==> src/rtl/safe_entry_if.sv <==
`default_nettype none
// ============================================================================
// Module      : safe_entry_if
// Description : Control/status bundle between the safe controller FSM
//               (master) and the code-entry/timer datapath (slave).
//               Master drives keystrokes and FSM commands; slave returns
//               entry status, entry contents and the timer pulse.
// Parameters  : NUM_DIGITS - digits per code, CNT_W - digit counter width.
//               Both must equal the datapath's parameters.
// Revision    : 1.0 - initial release
// ============================================================================
interface safe_entry_if #(
    parameter int NUM_DIGITS = 4,
    parameter int CNT_W      = $clog2(NUM_DIGITS + 1)
);
    logic                    key_valid;
    logic [3:0]              key_digit;
    logic                    clear_entry;
    logic                    accept_digit;
    logic                    load_code;
    logic                    start_timer;
    logic                    done;
    logic                    match;
    logic                    timer_done;
    logic                    key_accepted;
    logic [4*NUM_DIGITS-1:0] entry_value;
    logic [CNT_W-1:0]        entry_count;

    modport master (
        output key_valid, key_digit, clear_entry, accept_digit, load_code, start_timer,
        input  done, match, timer_done, key_accepted, entry_value, entry_count
    );

    modport slave (
        input  key_valid, key_digit, clear_entry, accept_digit, load_code, start_timer,
        output done, match, timer_done, key_accepted, entry_value, entry_count
    );
endinterface
`default_nettype wire

==> src/rtl/safe_entry_datapath.sv <==
`default_nettype none
// ============================================================================
// Module      : safe_entry_datapath
// Description : Keypad code-entry register, stored-code register, compare
//               logic and success/error hold timer for the digital safe.
// Ports       : clk          - clock
//               rst_n        - asynchronous active-low reset
//               bus (slave)  - key_valid/key_digit keystrokes, FSM commands
//                              clear_entry/accept_digit/load_code/start_timer;
//                              status done/match/timer_done/key_accepted,
//                              entry_value (newest digit in [3:0]), entry_count
// Macro       : SAFE_ENTRY_BACKSPACE_EN - key code 4'hB removes the newest
//               digit of an incomplete, non-empty entry.
// Revision    : 1.0 - initial release
// ============================================================================
module safe_entry_datapath #(
    parameter int NUM_DIGITS   = 4,
    parameter int TIMER_CYCLES = 50_000_000,
    parameter int CNT_W        = $clog2(NUM_DIGITS + 1),
    parameter int TMR_W        = $clog2(TIMER_CYCLES)
) (
    input  logic          clk,
    input  logic          rst_n,
    safe_entry_if.slave   bus
);
    localparam int               c_val_w   = 4 * NUM_DIGITS;
    localparam logic [CNT_W-1:0] c_full    = CNT_W'(NUM_DIGITS);
    localparam logic [TMR_W-1:0] c_tmr_top = TMR_W'(TIMER_CYCLES - 1);

    logic [c_val_w-1:0] r_entry_value;
    logic [c_val_w-1:0] r_code;
    logic [CNT_W-1:0]   r_entry_count;
    logic               r_key_accepted;
    logic [TMR_W-1:0]   r_tmr_cnt;
    logic               r_tmr_busy;
    logic               r_timer_done;

    logic               w_full;
    logic               w_key_ok;
    logic               w_take_digit;
    logic               w_take_back;
    logic [c_val_w-1:0] w_shift_in;

    assign w_full   = (r_entry_count == c_full);
    // Common qualifier for any keystroke that may change the entry;
    // clear_entry wins over every same-cycle keystroke.
    assign w_key_ok = bus.key_valid && bus.accept_digit && !bus.clear_entry;

    assign w_take_digit = w_key_ok && (bus.key_digit <= 4'd9) && (r_entry_count < c_full);

    // Size cast drops the oldest digit; also works for NUM_DIGITS == 1.
    assign w_shift_in = c_val_w'({r_entry_value, bus.key_digit});

`ifdef SAFE_ENTRY_BACKSPACE_EN
    // A complete entry is committed, so backspace only acts on 1..N-1 digits.
    assign w_take_back = w_key_ok && (bus.key_digit == 4'hB) &&
                         (r_entry_count != '0) && (r_entry_count < c_full);
`else
    assign w_take_back = 1'b0;
`endif

    // Entry and stored-code registers
    always_ff @(posedge clk or negedge rst_n) begin
        if (!rst_n) begin
            r_entry_value  <= '0;
            r_entry_count  <= '0;
            r_code         <= '0;
            r_key_accepted <= 1'b0;
        end else begin
            r_key_accepted <= w_take_digit || w_take_back;
            // Uses the pre-clear entry when clear_entry arrives together.
            if (bus.load_code && w_full) begin
                r_code <= r_entry_value;
            end
            if (bus.clear_entry) begin
                r_entry_value <= '0;
                r_entry_count <= '0;
            end else if (w_take_digit) begin
                r_entry_value <= w_shift_in;
                r_entry_count <= r_entry_count + CNT_W'(1);
            end else if (w_take_back) begin
                r_entry_value <= r_entry_value >> 4;
                r_entry_count <= r_entry_count - CNT_W'(1);
            end
        end
    end

    // Hold timer: counts TIMER_CYCLES-1 down to 0, pulse on the edge after 0.
    // A restart reloads the count, so an aborted run never pulses.
    always_ff @(posedge clk or negedge rst_n) begin
        if (!rst_n) begin
            r_tmr_cnt    <= '0;
            r_tmr_busy   <= 1'b0;
            r_timer_done <= 1'b0;
        end else begin
            r_timer_done <= 1'b0;
            if (bus.start_timer) begin
                r_tmr_busy <= 1'b1;
                r_tmr_cnt  <= c_tmr_top;
            end else if (r_tmr_busy) begin
                if (r_tmr_cnt == '0) begin
                    r_tmr_busy   <= 1'b0;
                    r_timer_done <= 1'b1;
                end else begin
                    r_tmr_cnt <= r_tmr_cnt - TMR_W'(1);
                end
            end
        end
    end

    // Status decoded from registers only: no input-to-output path.
    assign bus.done         = w_full;
    assign bus.match        = w_full && (r_entry_value == r_code);
    assign bus.timer_done   = r_timer_done;
    assign bus.key_accepted = r_key_accepted;
    assign bus.entry_value  = r_entry_value;
    assign bus.entry_count  = r_entry_count;

endmodule
`default_nettype wire

==> src/flat_wrapper.sv <==
// flat-port wrapper written by rule: the top's interface ports become plain ports
module safe_entry_datapath_flat 
#(
    parameter int NUM_DIGITS   = 4,
    parameter int TIMER_CYCLES = 50_000_000,
    parameter int CNT_W        = $clog2(NUM_DIGITS + 1),
    parameter int TMR_W        = $clog2(TIMER_CYCLES)
)
  (clk, rst_n, bus_key_valid, bus_key_digit, bus_clear_entry, bus_accept_digit, bus_load_code, bus_start_timer, bus_done, bus_match, bus_timer_done, bus_key_accepted, bus_entry_value, bus_entry_count);
  safe_entry_if #(.NUM_DIGITS(NUM_DIGITS), .CNT_W(CNT_W)) bus_i ();
  input  logic clk;
  input  logic rst_n;
  input wire logic [$bits(bus_i.key_valid)-1:0] bus_key_valid;
  input wire logic [$bits(bus_i.key_digit)-1:0] bus_key_digit;
  input wire logic [$bits(bus_i.clear_entry)-1:0] bus_clear_entry;
  input wire logic [$bits(bus_i.accept_digit)-1:0] bus_accept_digit;
  input wire logic [$bits(bus_i.load_code)-1:0] bus_load_code;
  input wire logic [$bits(bus_i.start_timer)-1:0] bus_start_timer;
  output wire logic [$bits(bus_i.done)-1:0] bus_done;
  output wire logic [$bits(bus_i.match)-1:0] bus_match;
  output wire logic [$bits(bus_i.timer_done)-1:0] bus_timer_done;
  output wire logic [$bits(bus_i.key_accepted)-1:0] bus_key_accepted;
  output wire logic [$bits(bus_i.entry_value)-1:0] bus_entry_value;
  output wire logic [$bits(bus_i.entry_count)-1:0] bus_entry_count;
  assign bus_i.key_valid = bus_key_valid;
  assign bus_i.key_digit = bus_key_digit;
  assign bus_i.clear_entry = bus_clear_entry;
  assign bus_i.accept_digit = bus_accept_digit;
  assign bus_i.load_code = bus_load_code;
  assign bus_i.start_timer = bus_start_timer;
  assign bus_done = bus_i.done;
  assign bus_match = bus_i.match;
  assign bus_timer_done = bus_i.timer_done;
  assign bus_key_accepted = bus_i.key_accepted;
  assign bus_entry_value = bus_i.entry_value;
  assign bus_entry_count = bus_i.entry_count;
  safe_entry_datapath #(.NUM_DIGITS(NUM_DIGITS), .TIMER_CYCLES(TIMER_CYCLES), .CNT_W(CNT_W), .TMR_W(TMR_W)) u_core (.clk(clk), .rst_n(rst_n), .bus(bus_i));
endmodule
==> config.mk <==
export PLATFORM = sky130hd
export DESIGN_NAME = safe_entry_datapath_flat
export DESIGN_NICKNAME = d
export VERILOG_FILES = /design/src/rtl/safe_entry_if.sv /design/src/rtl/safe_entry_datapath.sv /design/src/flat_wrapper.sv
export SDC_FILE = /design/constraint.sdc
export NUM_CORES = 1
export LEC_CHECK = 0
export BUFFER_PORTS_ARGS = -buffer_cell sky130_fd_sc_hd__buf_2
export CAP_MARGIN = 20
export CORE_ASPECT_RATIO = 1.5
export CORE_UTILIZATION = 50
export DETAILED_ROUTE_END_ITERATION = 10
export PLACE_DENSITY_LB_ADDON = 0.2
export SLEW_MARGIN = 20
export SYNTH_ARGS = -nofsm -noshare
export SYNTH_HDL_FRONTEND = slang
export SYNTH_SLANG_ARGS = --single-unit
==> constraint.sdc <==
create_clock -name clk -period 2.6 [get_ports clk]
set_input_delay 0.52 -clock clk [delete_from_list [all_inputs] [get_ports clk]]
set_output_delay 0.52 -clock clk [all_outputs]
set_load 0.005 [all_outputs]
* After elaboration in Yosys (flattened, before gate mapping)
Index checks and enable logic that the tools add are counted.
W data, S select, Z words.
** Word-level totals
- Bits in registers :: 64
- Bits of input ports :: 11
- Output and inout port bits :: 23
- Word-level logic and storage cells :: 38
** Cells by class
- Add/sub/neg operators :: 2
- $lt $le $gt $ge :: 2
- Eq/ne operators :: 3
- Multiplexer cells :: 13
- Reduce and logical (&&, ||, !) cells :: 11
** Operators by type and width (number)
- $mux W26 :: 3
- $mux W16 :: 2
- $logic_not A26 Y1 :: 1
- $sub A26 B1 Y26 const B :: 1
- $eq A16 B16 Y1 :: 1
- $logic_and A1 B1 Y1 :: 6
- $mux W1 :: 6
- $mux W3 :: 2
- $le A4 B4 Y1 const B :: 1
- $reduce_bool A2 Y1 :: 2
- $add A3 B1 Y3 const B :: 1
- $eq A3 B3 Y1 const B :: 1
- $lt A3 B3 Y1 const B :: 1
- $ne A2 B2 Y1 const B :: 1
- $reduce_and A2 Y1 :: 1
- $logic_not A1 Y1 :: 1

* Longest topological paths before layout
- Depth after elaboration :: 6
- Gate-level depth with buffers :: 8
- Mapped depth without buffers :: 7

* Least setup slack after synthesis
Ideal clock, no wire load.
- Path kind :: reg-to-reg
- From :: reg u_core.r_tmr_cnt[0]
- To :: reg u_core.r_tmr_cnt[14]
- Arrival time :: 2341 ps
- Data required time :: 2474 ps
- Path slack :: 133 ps
- Stages on the path, launching flop included :: 8
- Path buffers :: 1
- Clock period less this slack :: 2467 ps
- Path through :: dfrtp_1 -> inv_1 -> ha_1 -> or4b_1 -> or3_1 -> clkbuf_1 -> o41a_1 -> a311o_1
** Between the ends
- Cells in the longest elaborated chain, start to end :: 4
- Elaborated cells on any way between the ends :: 7
- Those cells by class :: add/sub: 1; eq/ne: 1; mux: 3; reduce/logical: 2
** RTL lines
- from (decl) :: line safe_entry_datapath.sv:34 : logic [TMR_W-1:0] r_tmr_cnt;
- from (signal assigned) :: line safe_entry_datapath.sv:99 : r_tmr_cnt <= c_tmr_top;
- from (signal assigned) :: line safe_entry_datapath.sv:105 : r_tmr_cnt <= r_tmr_cnt - TMR_W'(1);
- $sub A26 B1 Y26 :: line safe_entry_datapath.sv:105
- $mux W26 :: line safe_entry_datapath.sv:101 : if (r_tmr_cnt == '0) begin
- $mux W26 :: line safe_entry_datapath.sv:100 : end else if (r_tmr_busy) begin
- $mux W26 :: line safe_entry_datapath.sv:97 : if (bus.start_timer) begin
Several ways; a longest one is shown, not always the timed one. The select of a mux whose other input is x is not followed.
A chain may end at the register's enable or synchronous reset.

* Worst setup path in the final report
- From :: reg u_core.r_tmr_cnt[8]
- To :: reg u_core.r_tmr_cnt[19]
The elaborated chain is that of the path after synthesis.

==> results.py <==
metrics = {
    "critical_path": {
        "crit_path_max_fanout": 5,
        "rr_endpoint": "u_core.r_tmr_cnt[19]",
        "cp_cell_sequence": "or4_4 > or4_4 > a2111o_1 > nand2_1 > or3b_2",
        "critPathLaunchType": "register",
        "r2r_start": "u_core.r_tmr_cnt[8]",
        "path_common_cell": "or4_4",
        "startpoint": "u_core.r_tmr_cnt[8]",
        "cp-end-kind": "register",
        "crit_end": "u_core.r_tmr_cnt[19]",
        "crit_type": "register to register",
        "arrival_ns": 2.74,
        "cpMaxStageDelayCell": "or4_4",
        "reg2regPathDepth": 5,
        "r2r_slack_ns": 0.07,
        "max_stage_delay_ns": 0.54,
        "critPathRequiredTime_ns": 2.81,
    },
    "detailed_routing": {
        "ant_nets": 0,
        "routed_wl_um": 6370,
        "routedWlPerCell_um": 14.9,
        "drc": 0,
        "drt-pass1-iter-count": 4,
        "vias_per_cell": 5.52,
        "first_iter_violations": 138,
        "vias": 2364,
    },
    "die": {
        "dieArea_sq_mm": 0.00667,
        "core_area_sq_mm": 0.00613,
        "dieWidth_um": 67.0,
        "start_util_pct": 51.7,
        "die_h_um": 99.5,
        "io_pins": 34,
        "fp-row-count": 35,
    },
    "clock_network": {
        "cts_tree": "yes",
        "clockBufferDepth": 2,
        "ctsHoldBuffers": 0,
        "clk_pin_slew_ns": 0.07,
        "clock_sinks": 64,
        "clock_latency_ns": 0.34,
        "numCtsBuffers": 9,
        "post_cts_buffers": 0,
        "root_buffer": "clkbuf_8",
        "htreeDepth": 3,
        "cts-resized-gates": 0,
    },
    "sta": {
        "holdWs_ns": 0.186,
        "final.setup.tns_ns": 0,
        "fmax_mhz": 396,
        "period_minus_slack_ns": 2.53,
        "skew_ns": 0.00800,
        "tightest_slew_ns": 0.572,
        "final-hold-violation-count": 0,
        "finalCritPeriodShare_pct": 97.2,
        "max_slew_margin_pct": 60.9,
        "rsz0062_at_grt": "false",
        "final_max_slew_viol_count": 0,
        "finalSetupViolCount": 0,
    },
    "yosys": {
        "netlist_area_sq_mm": 0.00317,
        "synth.most_common_cell": "dfrtp_1",
        "synth_flop_cell": "dfrtp_1",
        "yosysSeqAreaShare_pct": 50.5,
        "yosys_register_bits": 64,
        "yosysWarningCount": 0,
        "ys_async_sr_fraction_pct": 100,
        "synth_top_area_share_pct": 50.5,
        "synth_edf_count": 0,
        "syn_avg_cell_area_sq_um": 10.4,
        "synth_area_leaders": "dfrtp_1 (50%), mux2_2 (6.4%), nand2b_1 (5.3%), xnor2_1 (5.2%), o21ai_0 (3.3%)",
        "synthesis.nets": 318,
        "synth_cell_types": 39,
        "yosysTopAreaCell": "dfrtp_1",
        "synthCells": 304,
        "synth_top_cells_by_count": "dfrtp_1 (64), nand2b_1 (27), nand2_1 (21), o21ai_0 (21), xnor2_1 (19)",
    },
    "place": {
        "dp_hpwl_um": 4360,
        "place.gp.congestion": 0.815,
        "io_buffer_count": 33,
    },
    "layout": {
        "fillers": 529,
        "n_antenna_cell": 0,
        "finish.net_count": 363,
        "drive_gt1_share_pct": 24.3,
        "area_growth_pct": 16.3,
    },
    "grt": {
        "antenna_found_initial": 0,
        "overflow": 0,
        "grt_max_degree": 65,
        "grt_pass1_wl_um": 10500,
        "grt.total_usage_pct": 20.8,
        "grt_pass1_vias": 2307,
    },
    "power": {
        "p_leak_nw": 1.56,
        "ir_drop_mv": 0.345,
        "powerDensity_mw_per_mm2": 525,
    },
    "job": {
        "cap_violations": 0,
    },
    "worst_hold_path": {
        "hold_class": "primary input to asynchronous set/reset pin",
    },
    "status": {
        "status": "complete, no violations",
    },
}
## layout make-up
type                    instances  area, sq um  share of cell area (%)
flip-flops and latches         64         1600                    43.4
multi-input cells             220         1500                    40.6
repair buffers                 47          283                    7.67
clock buffers                  10          128                    3.46
well taps                      74         92.6                    2.51
clock inverters                 6         60.1                    1.63
inverters                       7         26.3                   0.712
## metal layers
metal / track usage (%) / share of wire (%) / vias up
met5: 0 / 0 / -
li1: - / - / 1164
met2: 36.2 / 52 / 43
met3: 2.98 / 2.9 / 8
met1: 24.2 / 44 / 1149
met4: 9.66 / 1.2 / 0
## flip-flops by register name (all words and copies together), names as in the netlist
| register | count |
|---|---|
| u_core.bus.key_accepted | 1 |
| u_core.r_code | 16 |
| u_core.bus.entry_value | 16 |
| u_core.r_tmr_busy | 1 |
| u_core.r_tmr_cnt | 26 |
| u_core.bus.entry_count | 3 |
| u_core.bus.timer_done | 1 |
## per-stage QoR
| stage | instance area (sq um) | power, mW | setup WS (ns) | cells | util (%) |
|---|---|---|---|---|---|
| after floorplan | 3170 | 1.07 | 0.133 | 304 | - |
| after global placement | 3500 | 1.13 | 0.110 | 412 | 57.1 |
| after detailed placement | 3500 | 1.13 | 0.0570 | 412 | 57.1 |
| after CTS | 3690 | 1.95 | 0.0449 | 428 | 60.2 |
| after global routing | 3690 | 2.00 | 0.0192 | 428 | 60.2 |
| final | 3690 | 1.94 | 0.0719 | 428 | 60.2 |
## worst min path at each step
stage                startpoint                        end  slack (ns)
2_1_floorplan             rst_n  u_core.bus.entry_count[0]        0.22
3_3_place_gp   u_core.r_code[6]           u_core.r_code[6]        0.51
3_5_place_dp   u_core.r_code[5]           u_core.r_code[5]        0.52
4_1_cts                   rst_n          u_core.r_code[12]        0.20
5_1_grt                   rst_n          u_core.r_code[12]        0.20
6_report                  rst_n          u_core.r_code[12]        0.19
## cell usage in the layout, fill, tap and decap left out, drive strengths merged, types with 2 or more instances in the layout
| cell type | n |
|---|---|
| o211ai | 4 |
| xor2 | 10 |
| a2111oi | 3 |
| or3b | 2 |
| mux2i | 3 |
| mux2 | 18 |
| nand3 | 6 |
| inv | 7 |
| clkbuf | 10 |
| clkinv | 3 |
| nand2 | 21 |
| o31a | 3 |
| ha | 3 |
| nor4 | 7 |
| o31ai | 2 |
| nand2b | 27 |
| or4 | 3 |
| nand4 | 7 |
| nor3 | 12 |
| or3 | 9 |
| clkinvlp | 2 |
| nor2b | 5 |
| dfrtp | 64 |
| a21oi | 5 |
| xnor2 | 19 |
| buf | 47 |
| o21ai | 21 |
| nor2 | 18 |
## cells by family after synthesis
family / share of synthesized area [%]
fa+ha+maj: 1.18
simple gates: 21.6
xor+xnor: 8.01
flops: 50.5
buf+inv: 2.37
compound gates: 9.03
mux: 7.34
## critical path: cells and delay by family, from the launching register on
kind,cells,cell delay [ns]
AO/OA/AOI/OAI,1,0.42
flip-flops,1,0.39
AND/OR/NAND/NOR,4,1.59
## power breakdown
part	total, mW	switching [mW]	internal (mW)	leakage [nW]
clock	0.832	0.394	0.438	0.0920
sequential	1.02	0.0112	1.00	0.797
combinational	0.0900	0.0540	0.0360	0.673
No activity file was read; power rests on OpenSTA's default activity.
